File: src/rtl/alu_op_executor.sv
// ---------------------------------------------------------------------------
// alu_op_executor
//   Executes the operation chosen by the button-driven op-select FSM.
//   sel, a and b are captured on an accepted start pulse. ADD/SUB/AND/XOR/NOP
//   and DIV-by-zero finish after one execute cycle. MUL (shift-add) and DIV
//   (restoring) run WIDTH iteration cycles and then one execute cycle that
//   publishes the result.
//
//   Handshake: start is accepted at a posedge where busy=0 (state IDLE).
//   busy rises at the accept edge and falls at the edge that raises done.
//   done is a one-cycle pulse. result/remainder/div_by_zero change only at
//   done or reset. Because busy is already 0 in the done cycle, a start
//   presented in that cycle is accepted back-to-back. start while busy is
//   dropped, not queued.
//
// Ports
//   clk, reset    system clock; synchronous active-high reset
//   start         request pulse
//   sel[2:0]      000 NOP, 001 ADD, 010 SUB, 011 AND, 100 XOR, 101 MUL,
//                 110 DIV, 111 NOP
//   a, b          unsigned operands, WIDTH bits
//   busy          operation in progress
//   done          one-cycle completion pulse
//   result        2*WIDTH-bit result, held until the next done
//   remainder     DIV remainder, 0 for other ops
//   div_by_zero   set with done for DIV with b=0
//   state_dbg     current FSM state (IDLE=0, EXEC=1, MUL_IT=2, DIV_IT=3)
// ---------------------------------------------------------------------------
module alu_op_executor #(
    parameter int WIDTH = 4
) (
    input  logic                 clk,
    input  logic                 reset,
    input  logic                 start,
    input  logic [2:0]           sel,
    input  logic [WIDTH-1:0]     a,
    input  logic [WIDTH-1:0]     b,
    output logic                 busy,
    output logic                 done,
    output logic [2*WIDTH-1:0]   result,
    output logic [WIDTH-1:0]     remainder,
    output logic                 div_by_zero,
    output logic [1:0]           state_dbg
);

    typedef enum logic [1:0] {
        IDLE   = 2'd0,
        EXEC   = 2'd1,
        MUL_IT = 2'd2,
        DIV_IT = 2'd3
    } state_t;

    localparam logic [2:0] OP_ADD = 3'b001;
    localparam logic [2:0] OP_SUB = 3'b010;
    localparam logic [2:0] OP_AND = 3'b011;
    localparam logic [2:0] OP_XOR = 3'b100;
    localparam logic [2:0] OP_MUL = 3'b101;
    localparam logic [2:0] OP_DIV = 3'b110;

    localparam int            CW       = $clog2(WIDTH);
    localparam logic [CW-1:0] CNT_LAST = CW'(WIDTH - 1);

    state_t               state_q,  state_d;
    logic [2:0]           op_q,     op_d;
    logic [WIDTH-1:0]     a_q,      a_d;
    logic [WIDTH-1:0]     b_q,      b_d;
    logic [CW-1:0]        cnt_q,    cnt_d;
    // multiplier working set: product accumulator, shifted multiplicand, multiplier bits
    logic [2*WIDTH-1:0]   prod_q,   prod_d;
    logic [2*WIDTH-1:0]   mcand_q,  mcand_d;
    logic [WIDTH-1:0]     mplier_q, mplier_d;
    // divider working set: partial remainder and dividend/quotient shift register
    logic [WIDTH-1:0]     drem_q,   drem_d;
    logic [WIDTH-1:0]     dquo_q,   dquo_d;
    logic                 busy_q,   busy_d;
    logic                 done_q,   done_d;
    logic [2*WIDTH-1:0]   result_q, result_d;
    logic [WIDTH-1:0]     rem_q,    rem_d;
    logic                 dbz_q,    dbz_d;

    // restoring-division step: shift in next dividend bit, try subtracting b
    logic [WIDTH:0]       div_trial;
    logic [WIDTH-1:0]     div_diff;

    always_comb begin
        state_d  = state_q;
        op_d     = op_q;
        a_d      = a_q;
        b_d      = b_q;
        cnt_d    = cnt_q;
        prod_d   = prod_q;
        mcand_d  = mcand_q;
        mplier_d = mplier_q;
        drem_d   = drem_q;
        dquo_d   = dquo_q;
        busy_d   = busy_q;
        done_d   = 1'b0;
        result_d = result_q;
        rem_d    = rem_q;
        dbz_d    = dbz_q;

        div_trial = {drem_q, dquo_q[WIDTH-1]};
        // only used when div_trial >= b, so the true difference fits WIDTH bits
        div_diff  = div_trial[WIDTH-1:0] - b_q;

        case (state_q)
            IDLE: begin
                if (start) begin
                    op_d     = sel;
                    a_d      = a;
                    b_d      = b;
                    busy_d   = 1'b1;
                    cnt_d    = '0;
                    prod_d   = '0;
                    mcand_d  = {{WIDTH{1'b0}}, a};
                    mplier_d = b;
                    drem_d   = '0;
                    dquo_d   = a;
                    if (sel == OP_MUL) begin
                        state_d = MUL_IT;
                    end else if (sel == OP_DIV && b != '0) begin
                        state_d = DIV_IT;
                    end else begin
                        // includes DIV by zero, which is resolved in one cycle
                        state_d = EXEC;
                    end
                end
            end

            MUL_IT: begin
                if (mplier_q[0]) begin
                    prod_d = prod_q + mcand_q;
                end
                mcand_d  = mcand_q << 1;
                mplier_d = mplier_q >> 1;
                cnt_d    = cnt_q + 1'b1;
                if (cnt_q == CNT_LAST) begin
                    cnt_d   = '0;
                    state_d = EXEC;
                end
            end

            DIV_IT: begin
                if (div_trial >= {1'b0, b_q}) begin
                    drem_d = div_diff;
                    dquo_d = {dquo_q[WIDTH-2:0], 1'b1};
                end else begin
                    drem_d = div_trial[WIDTH-1:0];
                    dquo_d = {dquo_q[WIDTH-2:0], 1'b0};
                end
                cnt_d = cnt_q + 1'b1;
                if (cnt_q == CNT_LAST) begin
                    cnt_d   = '0;
                    state_d = EXEC;
                end
            end

            EXEC: begin
                // publish: every output field is rewritten at done
                result_d = '0;
                rem_d    = '0;
                dbz_d    = 1'b0;
                case (op_q)
                    OP_ADD: result_d[WIDTH:0]   = {1'b0, a_q} + {1'b0, b_q};
                    // the (WIDTH+1)-bit difference carries the borrow in its top bit
                    OP_SUB: result_d[WIDTH:0]   = {1'b0, a_q} - {1'b0, b_q};
                    OP_AND: result_d[WIDTH-1:0] = a_q & b_q;
                    OP_XOR: result_d[WIDTH-1:0] = a_q ^ b_q;
                    OP_MUL: result_d            = prod_q;
                    OP_DIV: begin
                        if (b_q == '0) begin
                            result_d[WIDTH-1:0] = '1;
                            rem_d               = a_q;
                            dbz_d               = 1'b1;
                        end else begin
                            result_d[WIDTH-1:0] = dquo_q;
                            rem_d               = drem_q;
                        end
                    end
                    default: result_d = '0;
                endcase
                done_d  = 1'b1;
                busy_d  = 1'b0;
                state_d = IDLE;
            end

            default: state_d = IDLE;
        endcase
    end

    always_ff @(posedge clk) begin
        if (reset) begin
            state_q  <= IDLE;
            op_q     <= '0;
            a_q      <= '0;
            b_q      <= '0;
            cnt_q    <= '0;
            prod_q   <= '0;
            mcand_q  <= '0;
            mplier_q <= '0;
            drem_q   <= '0;
            dquo_q   <= '0;
            busy_q   <= 1'b0;
            done_q   <= 1'b0;
            result_q <= '0;
            rem_q    <= '0;
            dbz_q    <= 1'b0;
        end else begin
            state_q  <= state_d;
            op_q     <= op_d;
            a_q      <= a_d;
            b_q      <= b_d;
            cnt_q    <= cnt_d;
            prod_q   <= prod_d;
            mcand_q  <= mcand_d;
            mplier_q <= mplier_d;
            drem_q   <= drem_d;
            dquo_q   <= dquo_d;
            busy_q   <= busy_d;
            done_q   <= done_d;
            result_q <= result_d;
            rem_q    <= rem_d;
            dbz_q    <= dbz_d;
        end
    end

    assign busy        = busy_q;
    assign done        = done_q;
    assign result      = result_q;
    assign remainder   = rem_q;
    assign div_by_zero = dbz_q;
    assign state_dbg   = state_q;

endmodule

File: config.mk
export PLATFORM = sky130hd
export DESIGN_NAME = alu_op_executor
export DESIGN_NICKNAME = d
export VERILOG_FILES = /design/src/rtl/alu_op_executor.sv
export SDC_FILE = /design/constraint.sdc
export NUM_CORES = 1
export LEC_CHECK = 0
export BUFFER_PORTS_ARGS = -buffer_cell sky130_fd_sc_hd__buf_2
export CAP_MARGIN = 20
export CORE_UTILIZATION = 59
export CTS_BUF_LIST = sky130_fd_sc_hd__clkbuf_16
export DETAILED_ROUTE_END_ITERATION = 10
export GPL_ROUTABILITY_DRIVEN = 0
export PLACE_DENSITY_LB_ADDON = 0.3
export REMOVE_ABC_BUFFERS = 1
export SETUP_SLACK_MARGIN = 0.3
export SLEW_MARGIN = 0
export SYNTH_ARGS = -nofsm -noshare
export SYNTH_HDL_FRONTEND = slang
export SYNTH_SLANG_ARGS = --single-unit
File: constraint.sdc
create_clock -name clk -period 2.6 [get_ports clk]
set_input_delay 0.52 -clock clk [delete_from_list [all_inputs] [get_ports clk]]
set_output_delay 0.52 -clock clk [all_outputs]
set_load 0.02 [all_outputs]
==> run summary <==
Share of post-route cells with drive strength above 1 = 13.7%
Proportion of total power due to net switching = 25.7%
Max_cap viols = 0
Nets = 465
Number of global-route vias before repair = 2652
Area of the mapped netlist = 3150 um2
Gr usage total = 29.4%
Number of CTS-inserted buffers = 9
Max transition margin = 52.5%
Sequential fraction of the synthesis area = 36.8%
Reported net switching power = 0.608 mW
Largest cells by area after synthesis = dfxtp_1 (37%), nand2_1 (8.6%), ha_1 (7.9%), a21oi_1 (6.5%), nor2_1 (4.3%)
Detailed-router iteration count before antenna repair = 6
Die Span Y = 75.1 um
Launching element type of the critical path = flop
First-pass GRT wire length = 12200 um
Cell type with the largest total area after synthesis = dfxtp_1
Result of the run = finished, final reports clean
Leakage = 1.48 nW
Post-detailed-route wirelength per cell = 15.4 um
Antenna cells = 0
Maximum number of pins on one net before global-route repair = 33
Synth warn = 0
Worst hold path class = reg2reg
Total DRC errors in the routed layout = 0
Filler instances = 425
Prevailing post-synth register cell = dfxtp_1
Initial antenna violation count = 0
Critical-path maximum fanout = 8
Finish-stage setup viols = 0
Skew-Pair Late Insertion Delay = 320 ps
Arrival time of data at the critical path endpoint = 2390 ps
Number of enable-type register cells in the synthesized netlist = 0
Post-DR vias/cell = 5.92
Total number of placement rows = 26
Number of endpoints with negative hold slack in the final report = 0
Area taken by multi-input logic gates = 1840 um2
Fraction of post-synthesis cell area in the top cell type by area = 36.8%
Max H-tree Level = 3
Internal power = 1.76 mW
IO Port Bufs = 30
Clock share of power = 46.2%
Final wirelength = 7700 um
Post-CTS setup repair buffer count = 0
Seq cells post-synth = 58
Detailed-route via count = 2960
Area of the core = 5140 um2
Aggregate global routing overflow = 0
Number of unique standard cell types used by synthesis = 50
Final max-slew violation count = 0
Die area = 5640 um2
Root buffer cell = clkbuf_16
Share of the clock period used by the worst path after layout = 83.7%
Clock edge transition at the registers on the reported setup and hold paths = 50 ps
Number of placed I/O pins = 31
Area grow syn2layout = 15.8%
Sequential cell area = 1160 um2
Classification of the worst setup path = reg2reg
Fraction of power consumed by combinational cells = 13.1%
Summed negative setup slack over all endpoints = 0 ps
First-iteration detailed-routing DRC count = 263
RSZ-0062 raised after global routing = false
Max Root-Sink Buffers = 2
Slew @ Worst Pin = 707 ps
Total number of clock tree sinks = 58
Post-DP HPWL = 5490 um
Required time worst endpoint = 2810 ps
Share of power burned in registers = 40.7%
Post-Synthesis Cells = 397
Proportion of register bits with asynchronous set or reset after synthesis = 0%
Average size of a mapped cell = 7.94 um2
Power per cell area = 648 nW/um2
Die outline width = 75.1 um
Number of antenna-violating nets in the routed design = 0
Final Skew = 5.12 ps
CP Capture Type = flop
Post-layout min period = 2180 ps
Overall power consumption = 2.36 mW
TritonCTS clock tree = yes
Fmax = 0.460 GHz
Max rail drop VDD = 0.414 mV
Initial cell density of the core = 61.3%
[per-stage QoR]
stage	hold WS [ps]	std cells	util (%)	setup slack (ps)	cell area [um2]
floorplan	431	377	-	608	3060
global placement	436	486	65.5	556	3370
detailed placement	445	486	65.5	431	3370
CTS	451	500	70.8	411	3640
global route	472	500	71.0	309	3650
finish	447	500	71.0	425	3650
[cells by family (layout without fill, tap and decap cells)]
group / after synthesis / after routing / synth area share, %
compound gates: 101 / 101 / 19.9
xor+xnor: 9 / 9 / 2.50
fa+ha+maj: 24 / 24 / 10.5
buf+inv: 38 / 71 / 5.00
flops: 58 / 58 / 36.8
mux: 5 / 5 / 1.63
simple gates: 162 / 162 / 23.7
[repair_timing]
item | in CTS | in global routing
hold buffers | 0 | 0
setup endpoints to repair | 0 | 4
resized for setup | 0 | 2
[routing by layer]
layer,part of all wire (%),up-vias,track usage [%]
met5,0,-,0
met4,1.9,0,13.0
met3,5.5,16,6.69
met2,47,109,47.0
met1,46,1389,37.9
li1,-,1446,-
[critical path, stage by stage (launching register included)]
cell and delay (ps):
dfxtp_1 510, inv_1 160, ha_1 330, nor2b_1 140, o21ai_1 200, a21boi_2 140, or3_1 330, a32o_1 250
[final cells by class]
| cell class | instances | area share (%) |
|---|---|---|
| Multi-Input combinational cell | 301 | 50.5 |
| Sequential cell | 58 | 31.8 |
| Clock buffer | 9 | 6.17 |
| Timing Repair Buffer | 39 | 5.97 |
| Tap cell | 70 | 2.40 |
| Inverter | 18 | 1.85 |
| Clock inverter | 5 | 1.30 |
[synthesized netlist by cell type (5+ instances only)]
cell type	instances
nand2_1	72
dfxtp_1	58
a21oi_1	41
nor2_1	36
ha_1	20
inv_1	18
nand3_1	13
o21ai_0	13
a31oi_1	10
clkbuf_1	10
buf_2	9
a22oi_1	7
nand2b_1	7
nor2b_1	7
nor3_1	7
or3_1	6
xnor2_1	5
[cells in the final DEF, fill, tap and decap left out, drive strengths merged, types with 2 or more instances in the layout]
master	count
nor2b	7
xor2	4
o22ai	2
a21oi	41
o31ai	4
xnor2	5
mux2i	4
inv	18
fa	4
a21o	4
a311oi	2
nand3b	2
nor2	37
clkbuf	9
a221oi	2
a31oi	10
o21a	3
nor4	2
o211ai	3
and2	2
clkinv	4
nand3	13
or3	6
nor3b	2
buf	39
nor3	7
dfxtp	58
nand2	72
a32o	2
ha	20
o21ai	15
nand2b	7
a22oi	7
and3b	2
[power groups by stage]
stage               logic [mW]  registers, mW  clock network, mW
global placement         0.291          0.977                  0
global route             0.343          0.967               1.14
detailed placement       0.299          0.978                  0
CTS                      0.304          0.962               1.10
floorplan                0.188          0.980                  0
finish                   0.309          0.963               1.09
[registers in the layout, summed over array words and instances, names as in the netlist]
name and cells:
mcand_q 8, prod_q 8, result 8, a_q 4
b_q 4, dquo_q 4, drem_q 4, mplier_q 4
remainder 4, op_q 3, cnt_q 2, state_dbg 2
busy 1, div_by_zero 1, done 1
[worst paths after layout]
check              start           to  slack [ps]  depth (start not counted)
max               b_q[1]    drem_q[1]         420                          7
min          div_by_zero  div_by_zero         450                          2
max reg2reg       b_q[1]    drem_q[1]         420                          7
min reg2reg  div_by_zero  div_by_zero         450                          2
Power figures use the tool's default switching activity.
